--- src/rtl/uart_tx.sv ---
`default_nettype none
// ============================================================================
// Module   : uart_tx
// Purpose  : Memory-mapped 8N1 UART transmitter. Bytes written to TXDATA are
//            queued in a DEPTH-entry FIFO and shifted out LSB first on txd,
//            with a bit period of DIVISOR+1 clocks. DIVISOR is latched at the
//            start of each frame.
// Revision : 1.0 - initial release
// ----------------------------------------------------------------------------
// Ports
//   clock       in   system clock, rising edge
//   reset       in   asynchronous active-low reset
//   uart_valid  in   request from the address decoder
//   uart_instr  in   instruction-fetch flag (ignored)
//   uart_addr   in   offset-relative byte address
//   uart_wdata  in   write data
//   uart_wstrb  in   byte write strobes, 0 = read
//   uart_rdata  out  read data, valid while uart_ready=1
//   uart_ready  out  single-cycle response pulse
//   uart_txd    out  serial output, idle high
// Register map (uart_addr[3:2])
//   0x0 TXDATA  (W)  push wdata[7:0]
//   0x4 STATUS  (R)  {COUNT[15:8], OVF[3], BUSY[2], EMPTY[1], FULL[0]}
//   0x8 DIVISOR (RW) 16 bits
// ============================================================================
module uart_tx #(
    parameter int          DEPTH     = 8,
    parameter logic [15:0] DIV_RESET = 16'd15
) (
    input  logic        clock,
    input  logic        reset,
    input  logic        uart_valid,
    input  logic        uart_instr,
    input  logic [31:0] uart_addr,
    input  logic [31:0] uart_wdata,
    input  logic [3:0]  uart_wstrb,
    output logic [31:0] uart_rdata,
    output logic        uart_ready,
    output logic        uart_txd
);

    localparam int AW = $clog2(DEPTH);

    localparam logic [1:0] ST_IDLE  = 2'd0;
    localparam logic [1:0] ST_START = 2'd1;
    localparam logic [1:0] ST_DATA  = 2'd2;
    localparam logic [1:0] ST_STOP  = 2'd3;

    // Bus decode
    logic        accept;
    logic        is_write;
    logic        is_read;
    logic        in_range;
    logic [1:0]  reg_sel;
    logic [31:0] read_value;

    // FIFO
    logic [7:0]    fifo_mem [DEPTH];
    logic [AW-1:0] wr_ptr;
    logic [AW-1:0] rd_ptr;
    logic [AW:0]   count;
    logic          fifo_full;
    logic          fifo_empty;
    logic          push_req;
    logic          push;
    logic          pop;

    // Control registers
    logic          ovf;
    logic [15:0]   divisor;

    // Transmitter
    logic [1:0]    state;
    logic [15:0]   period;
    logic [15:0]   bit_cnt;
    logic [2:0]    bit_idx;
    logic [7:0]    shift;

    // Inputs that carry no meaning for this slave.
    logic unused_bits;
    assign unused_bits = ^{uart_instr, uart_addr[1:0], uart_wdata[31:16], uart_wstrb[3:2]};

    // An edge presenting a response never accepts, so a held valid
    // produces one response every two cycles.
    assign accept   = uart_valid && !uart_ready;
    assign is_write = accept && (uart_wstrb != 4'd0);
    assign is_read  = accept && (uart_wstrb == 4'd0);
    assign in_range = (uart_addr[31:4] == 28'd0);
    assign reg_sel  = uart_addr[3:2];

    assign fifo_full  = (count == (AW+1)'(DEPTH));
    assign fifo_empty = (count == '0);

    // FULL is judged on the pre-edge count, so a push in the pop cycle of a
    // full FIFO is still dropped.
    assign push_req = is_write && in_range && (reg_sel == 2'd0) && uart_wstrb[0];
    assign push     = push_req && !fifo_full;
    assign pop      = (state == ST_IDLE) && !fifo_empty;

    always_comb begin
        read_value = '0;
        if (in_range) begin
            case (reg_sel)
                2'd1:    read_value = {16'h0000, 8'(count), 4'h0, ovf,
                                       (state != ST_IDLE), fifo_empty, fifo_full};
                2'd2:    read_value = {16'h0000, divisor};
                default: read_value = '0;
            endcase
        end
    end

    // Bus response
    always_ff @(posedge clock or negedge reset) begin
        if (!reset) begin
            uart_ready <= 1'b0;
            uart_rdata <= '0;
        end else begin
            uart_ready <= accept;
            uart_rdata <= is_read ? read_value : 32'd0;
        end
    end

    // DIVISOR and sticky overflow flag
    always_ff @(posedge clock or negedge reset) begin
        if (!reset) begin
            divisor <= DIV_RESET;
            ovf     <= 1'b0;
        end else begin
            if (is_write && in_range && (reg_sel == 2'd2)) begin
                if (uart_wstrb[0]) divisor[7:0]  <= uart_wdata[7:0];
                if (uart_wstrb[1]) divisor[15:8] <= uart_wdata[15:8];
            end
            // STATUS has already captured the old OVF into rdata this edge.
            if (push_req && fifo_full) begin
                ovf <= 1'b1;
            end else if (is_read && in_range && (reg_sel == 2'd1)) begin
                ovf <= 1'b0;
            end
        end
    end

    // FIFO storage needs no reset: the pointers and count define validity.
    always_ff @(posedge clock) begin
        if (push) fifo_mem[wr_ptr] <= uart_wdata[7:0];
    end

    always_ff @(posedge clock or negedge reset) begin
        if (!reset) begin
            wr_ptr <= '0;
            rd_ptr <= '0;
            count  <= '0;
        end else begin
            if (push) wr_ptr <= wr_ptr + 1'b1;
            if (pop)  rd_ptr <= rd_ptr + 1'b1;
            case ({push, pop})
                2'b10:   count <= count + 1'b1;
                2'b01:   count <= count - 1'b1;
                default: count <= count;
            endcase
        end
    end

    // Transmit FSM. txd is registered; each state's level is loaded on the
    // transition into it so the line changes exactly at state boundaries.
    always_ff @(posedge clock or negedge reset) begin
        if (!reset) begin
            state    <= ST_IDLE;
            uart_txd <= 1'b1;
            period   <= '0;
            bit_cnt  <= '0;
            bit_idx  <= '0;
            shift    <= '0;
        end else begin
            case (state)
                ST_IDLE: begin
                    uart_txd <= 1'b1;
                    if (!fifo_empty) begin
                        shift    <= fifo_mem[rd_ptr];
                        period   <= divisor;
                        bit_cnt  <= '0;
                        uart_txd <= 1'b0;
                        state    <= ST_START;
                    end
                end
                ST_START: begin
                    if (bit_cnt == period) begin
                        bit_cnt  <= '0;
                        bit_idx  <= '0;
                        uart_txd <= shift[0];
                        state    <= ST_DATA;
                    end else begin
                        bit_cnt <= bit_cnt + 1'b1;
                    end
                end
                ST_DATA: begin
                    if (bit_cnt == period) begin
                        bit_cnt <= '0;
                        if (bit_idx == 3'd7) begin
                            uart_txd <= 1'b1;
                            state    <= ST_STOP;
                        end else begin
                            shift    <= {1'b0, shift[7:1]};
                            bit_idx  <= bit_idx + 1'b1;
                            uart_txd <= shift[1];
                        end
                    end else begin
                        bit_cnt <= bit_cnt + 1'b1;
                    end
                end
                ST_STOP: begin
                    if (bit_cnt == period) begin
                        bit_cnt <= '0;
                        state   <= ST_IDLE;
                    end else begin
                        bit_cnt <= bit_cnt + 1'b1;
                    end
                end
                default: begin
                    uart_txd <= 1'b1;
                    state    <= ST_IDLE;
                end
            endcase
        end
    end

endmodule
`default_nettype wire

--- config.mk ---
export PLATFORM = sky130hd
export DESIGN_NAME = uart_tx
export DESIGN_NICKNAME = d
export VERILOG_FILES = /design/src/rtl/uart_tx.sv
export SDC_FILE = /design/constraint.sdc
export NUM_CORES = 1
export LEC_CHECK = 0
export BUFFER_PORTS_ARGS = -buffer_cell sky130_fd_sc_hd__buf_4
export CORE_MARGIN = 2
export CORE_UTILIZATION = 28
export DETAILED_ROUTE_END_ITERATION = 7
export PLACE_DENSITY = 0.5
export SYNTH_ARGS = -nofsm -noshare
export SYNTH_HDL_FRONTEND = slang
export SYNTH_SLANG_ARGS = --single-unit
--- constraint.sdc ---
create_clock -name clock -period 3.9 [get_ports clock]
set_input_delay 1.17 -clock clock [delete_from_list [all_inputs] [get_ports clock]]
set_output_delay 1.17 -clock clock [all_outputs]
set_load 0.02 [all_outputs]
==> flow_metrics.env <==
export IMPL_outcome="finished clean"
export IMPL_grt_pass1_vias=4579
export IMPL_utilization=0.346
export IMPL_peakVddDrop_mv=0.268
export IMPL_async_flop_share=0.584
export IMPL_syn_area_per_cell_sq_um=12.9
export IMPL_end_kind="flop"
export IMPL_overflow=0
export IMPL_maxCapViolCount=0
export IMPL_post_cts_buffers=0
export IMPL_drc=0
export IMPL_cts_tree="done"
export IMPL_initial_utilization=0.287
export IMPL_yosysUniqueCellTypes=57
export IMPL_syn_area_sq_um=7010
export IMPL_die_area_sq_um=26300
export IMPL_drt_pass1_iterations=4
export IMPL_vias=4426
export IMPL_crit_type="input pin to flop"
export IMPL_place_congestion=0.808
export IMPL_path_clk_slew_ns=0.07
export IMPL_period_share=0.787
export IMPL_ios=106
export IMPL_cts_hold_fix_buffers=0
export IMPL_h_tree_depth=4
export IMPL_crit_arrival_ns=3.37
export IMPL_dieHeight_microns=162
export IMPL_tightest_slew_ns=1.09
export IMPL_synth_edff_count=64
export IMPL_ant_nets=0
export IMPL_hold_slack_ns=0.460
export IMPL_seq_area_frac_synth=0.596
export IMPL_wirelength_microns=14900
export IMPL_clk_latency_ns=0.42
export IMPL_worstPathRequired_ns=4.20
export IMPL_area_growth_pct=20.7
export IMPL_synth_warnings=0
export IMPL_synth_ff_type="dfrtp_1"
export IMPL_antenna_found_initial=0
export IMPL_hold_violations=0
export IMPL_crit_path_max_fanout=4
export IMPL_min_period_ns=3.07
export IMPL_antenna_cells=0
export IMPL_timing_setup_tns_ns=0
export IMPL_port_buffers=70
export IMPL_grt_pass1_wl_microns=24200
export IMPL_synth_ff_latch_count=154
export IMPL_cts_resized_gates=0
export IMPL_drt_iter0_drc=340
export IMPL_max_slew_margin=0.273
export IMPL_power_leakage_nw=3.63
export IMPL_die_x_microns=162
export IMPL_hp_class="flop to flop"
export IMPL_num_rows=57
export IMPL_p_per_area_nw_per_um2=419
export IMPL_via_per_inst=4.62
export IMPL_drive_gt1_frac=0.282
export IMPL_cts_sinks=154
export IMPL_finalMaxSlewViolations=0
export IMPL_max_clock_freq_mhz=326
export IMPL_avgRoutedWirePerCell_microns=15.5
export IMPL_rsz0062_at_grt="false"
export IMPL_startpoint_type="input pin"
export IMPL_skew_ns=0.0114
export IMPL_clockBufferDepth=2
export IMPL_cts_buffers=17
export IMPL_core_sq_um=24500
export IMPL_cts_root_buf="clkbuf_16"
export IMPL_finalSetupViolCount=0
export IMPL_synth_cells=542
export IMPL_nNetsFinal=708
export IMPL_preCtsSetupSlack_ns=0.363
export IMPL_grt_max_degree=59
export IMPL_finalWorstSetupSlack_ns=0.831
export IMPL_grt_usage=0.119
export IMPL_place_hpwl_microns=10600
==> logic make-up (layout without fill, tap and decap cells) <==
logic type / count (synthesis) / count (layout) / synth area share
XOR/XNOR: 25 / 25 / 0.0312
other: 1 / 16 / 0.000535
multiplexers: 52 / 52 / 0.108
buffers and inverters: 49 / 126 / 0.0419
AO/OA/AOI/OAI: 67 / 67 / 0.0665
flip-flops: 154 / 154 / 0.596
AND/OR/NAND/NOR: 179 / 179 / 0.129
adder cells (fa/ha/maj): 15 / 15 / 0.0268
==> layer usage <==
layer	share of wire	GRT usage
met5	0	0
met2	0.50	0.202
met1	0.46	0.150
met3	0.033	0.0306
met4	0.014	0.0386
==> sequential cells by signal, indices dropped and copies added (netlist names), 2 cells and up <==
name / cells
state: 2
bit_cnt: 16
count: 4
wr_ptr: 3
period: 16
divisor: 16
shift: 8
rd_ptr: 3
bit_idx: 3
fifo_mem: 64
uart_rdata: 16
==> final timing paths <==
| path | end | slack [ns] | startpoint | cells after the start |
|---|---|---|---|---|
| worst max-delay path | count[2] | 0.83 | uart_addr[6] | 12 |
| worst min-delay path | uart_ready | 0.46 | uart_ready | 1 |
| worst min register to register | uart_ready | 0.46 | uart_ready | 1 |
| min in group asynchronous | shift[4] | 0.80 | reset | 1 |
| worst max register to register | count[2] | 1.07 | count[2] | 12 |
| max in group asynchronous | divisor[1] | 2.34 | reset | 2 |
==> placed cells by master (no fill, tap or decap), types with 5 or more instances in the layout <==
| cell | synthesis | final |
|---|---|---|
| nor4_1 | 11 | 11 |
| nand2_1 | 85 | 85 |
| and3_1 | 5 | 5 |
| edfxtp_1 | 64 | 64 |
| mux4_2 | 16 | 16 |
| clkbuf_16 | 0 | 19 |
| conb_1 | 1 | 16 |
| buf_4 | 17 | 85 |
| a31oi_1 | 12 | 12 |
| dfstp_2 | 5 | 5 |
| ha_1 | 15 | 15 |
| a22oi_1 | 7 | 7 |
| nand3_1 | 11 | 11 |
| xor2_1 | 21 | 21 |
| nand4_1 | 5 | 5 |
| a21oi_1 | 14 | 14 |
| mux2i_1 | 8 | 8 |
| and2_1 | 11 | 11 |
| nor2_1 | 22 | 22 |
| nand2b_1 | 7 | 7 |
| inv_1 | 8 | 8 |
| mux2_2 | 27 | 27 |
| nor3_1 | 5 | 5 |
| dfrtp_1 | 85 | 85 |
| o21ai_0 | 17 | 17 |
==> critical path, cell delays in order <==
cell     delay, ns
buf_4         0.11
nor4_1        0.29
nand4_1       0.21
nor4b_2       0.34
inv_1         0.10
ha_1          0.27
xor2_1        0.18
ha_1          0.20
a21oi_1       0.14
xor2_1        0.16
nor2_1        0.06
xor2_1        0.14
==> area by class of cell <==
cell class	instances	area, sq um
fillers	2387	16000
flip-flops and latches	154	4180
multi-input cells	354	2590
repair buffers	85	638
clock buffers	22	507
well taps	324	405
clock inverters	10	104
inverters	9	33.8
==> power by group <==
part / internal, W / switching [W] / leakage [nW] / total, W
registers: 0.00173 / 0.0000213 / 1.81 / 0.00175
clock network: 0.000997 / 0.000663 / 0.294 / 0.00166
logic: 0.0000667 / 0.0000673 / 1.52 / 0.000134
total: 0.00279 / 0.000752 / 3.63 / 0.00354
==> through the flow <==
step / instance area [sq um] / power [W] / std cells
floorplan: 7070 / 0.00184 / 557
global placement: 7850 / 0.00191 / 926
detailed placement: 7850 / 0.00192 / 926
CTS: 8460 / 0.00358 / 958
global route: 8460 / 0.00367 / 958
finish: 8460 / 0.00354 / 958
==> cells in the mapped netlist (5+ instances only) <==
library cell   n  area share
nor4_1        11      0.0098
and2_1        11      0.0098
mux4_2        16       0.051
mux2_2        27       0.043
a21oi_1       14       0.010
nand2_1       85       0.045
edfxtp_1      64        0.27
o21ai_0       17       0.012
dfstp_2        5       0.019
mux2i_1        8       0.011
nand4_1        5      0.0045
dfrtp_1       85        0.30
inv_1          8      0.0043
buf_4         17       0.018
a31oi_1       12       0.011
clkbuf_1       5      0.0027
buf_2         10      0.0071
nor2_1        22       0.012
nor3_1         5      0.0036
ha_1          15       0.027
and3_1         5      0.0045
nand3_1       11      0.0078
a22oi_1        7      0.0075
nand2b_1       7      0.0062
xor2_1        21       0.026
(Power assumes the default switching activity.)
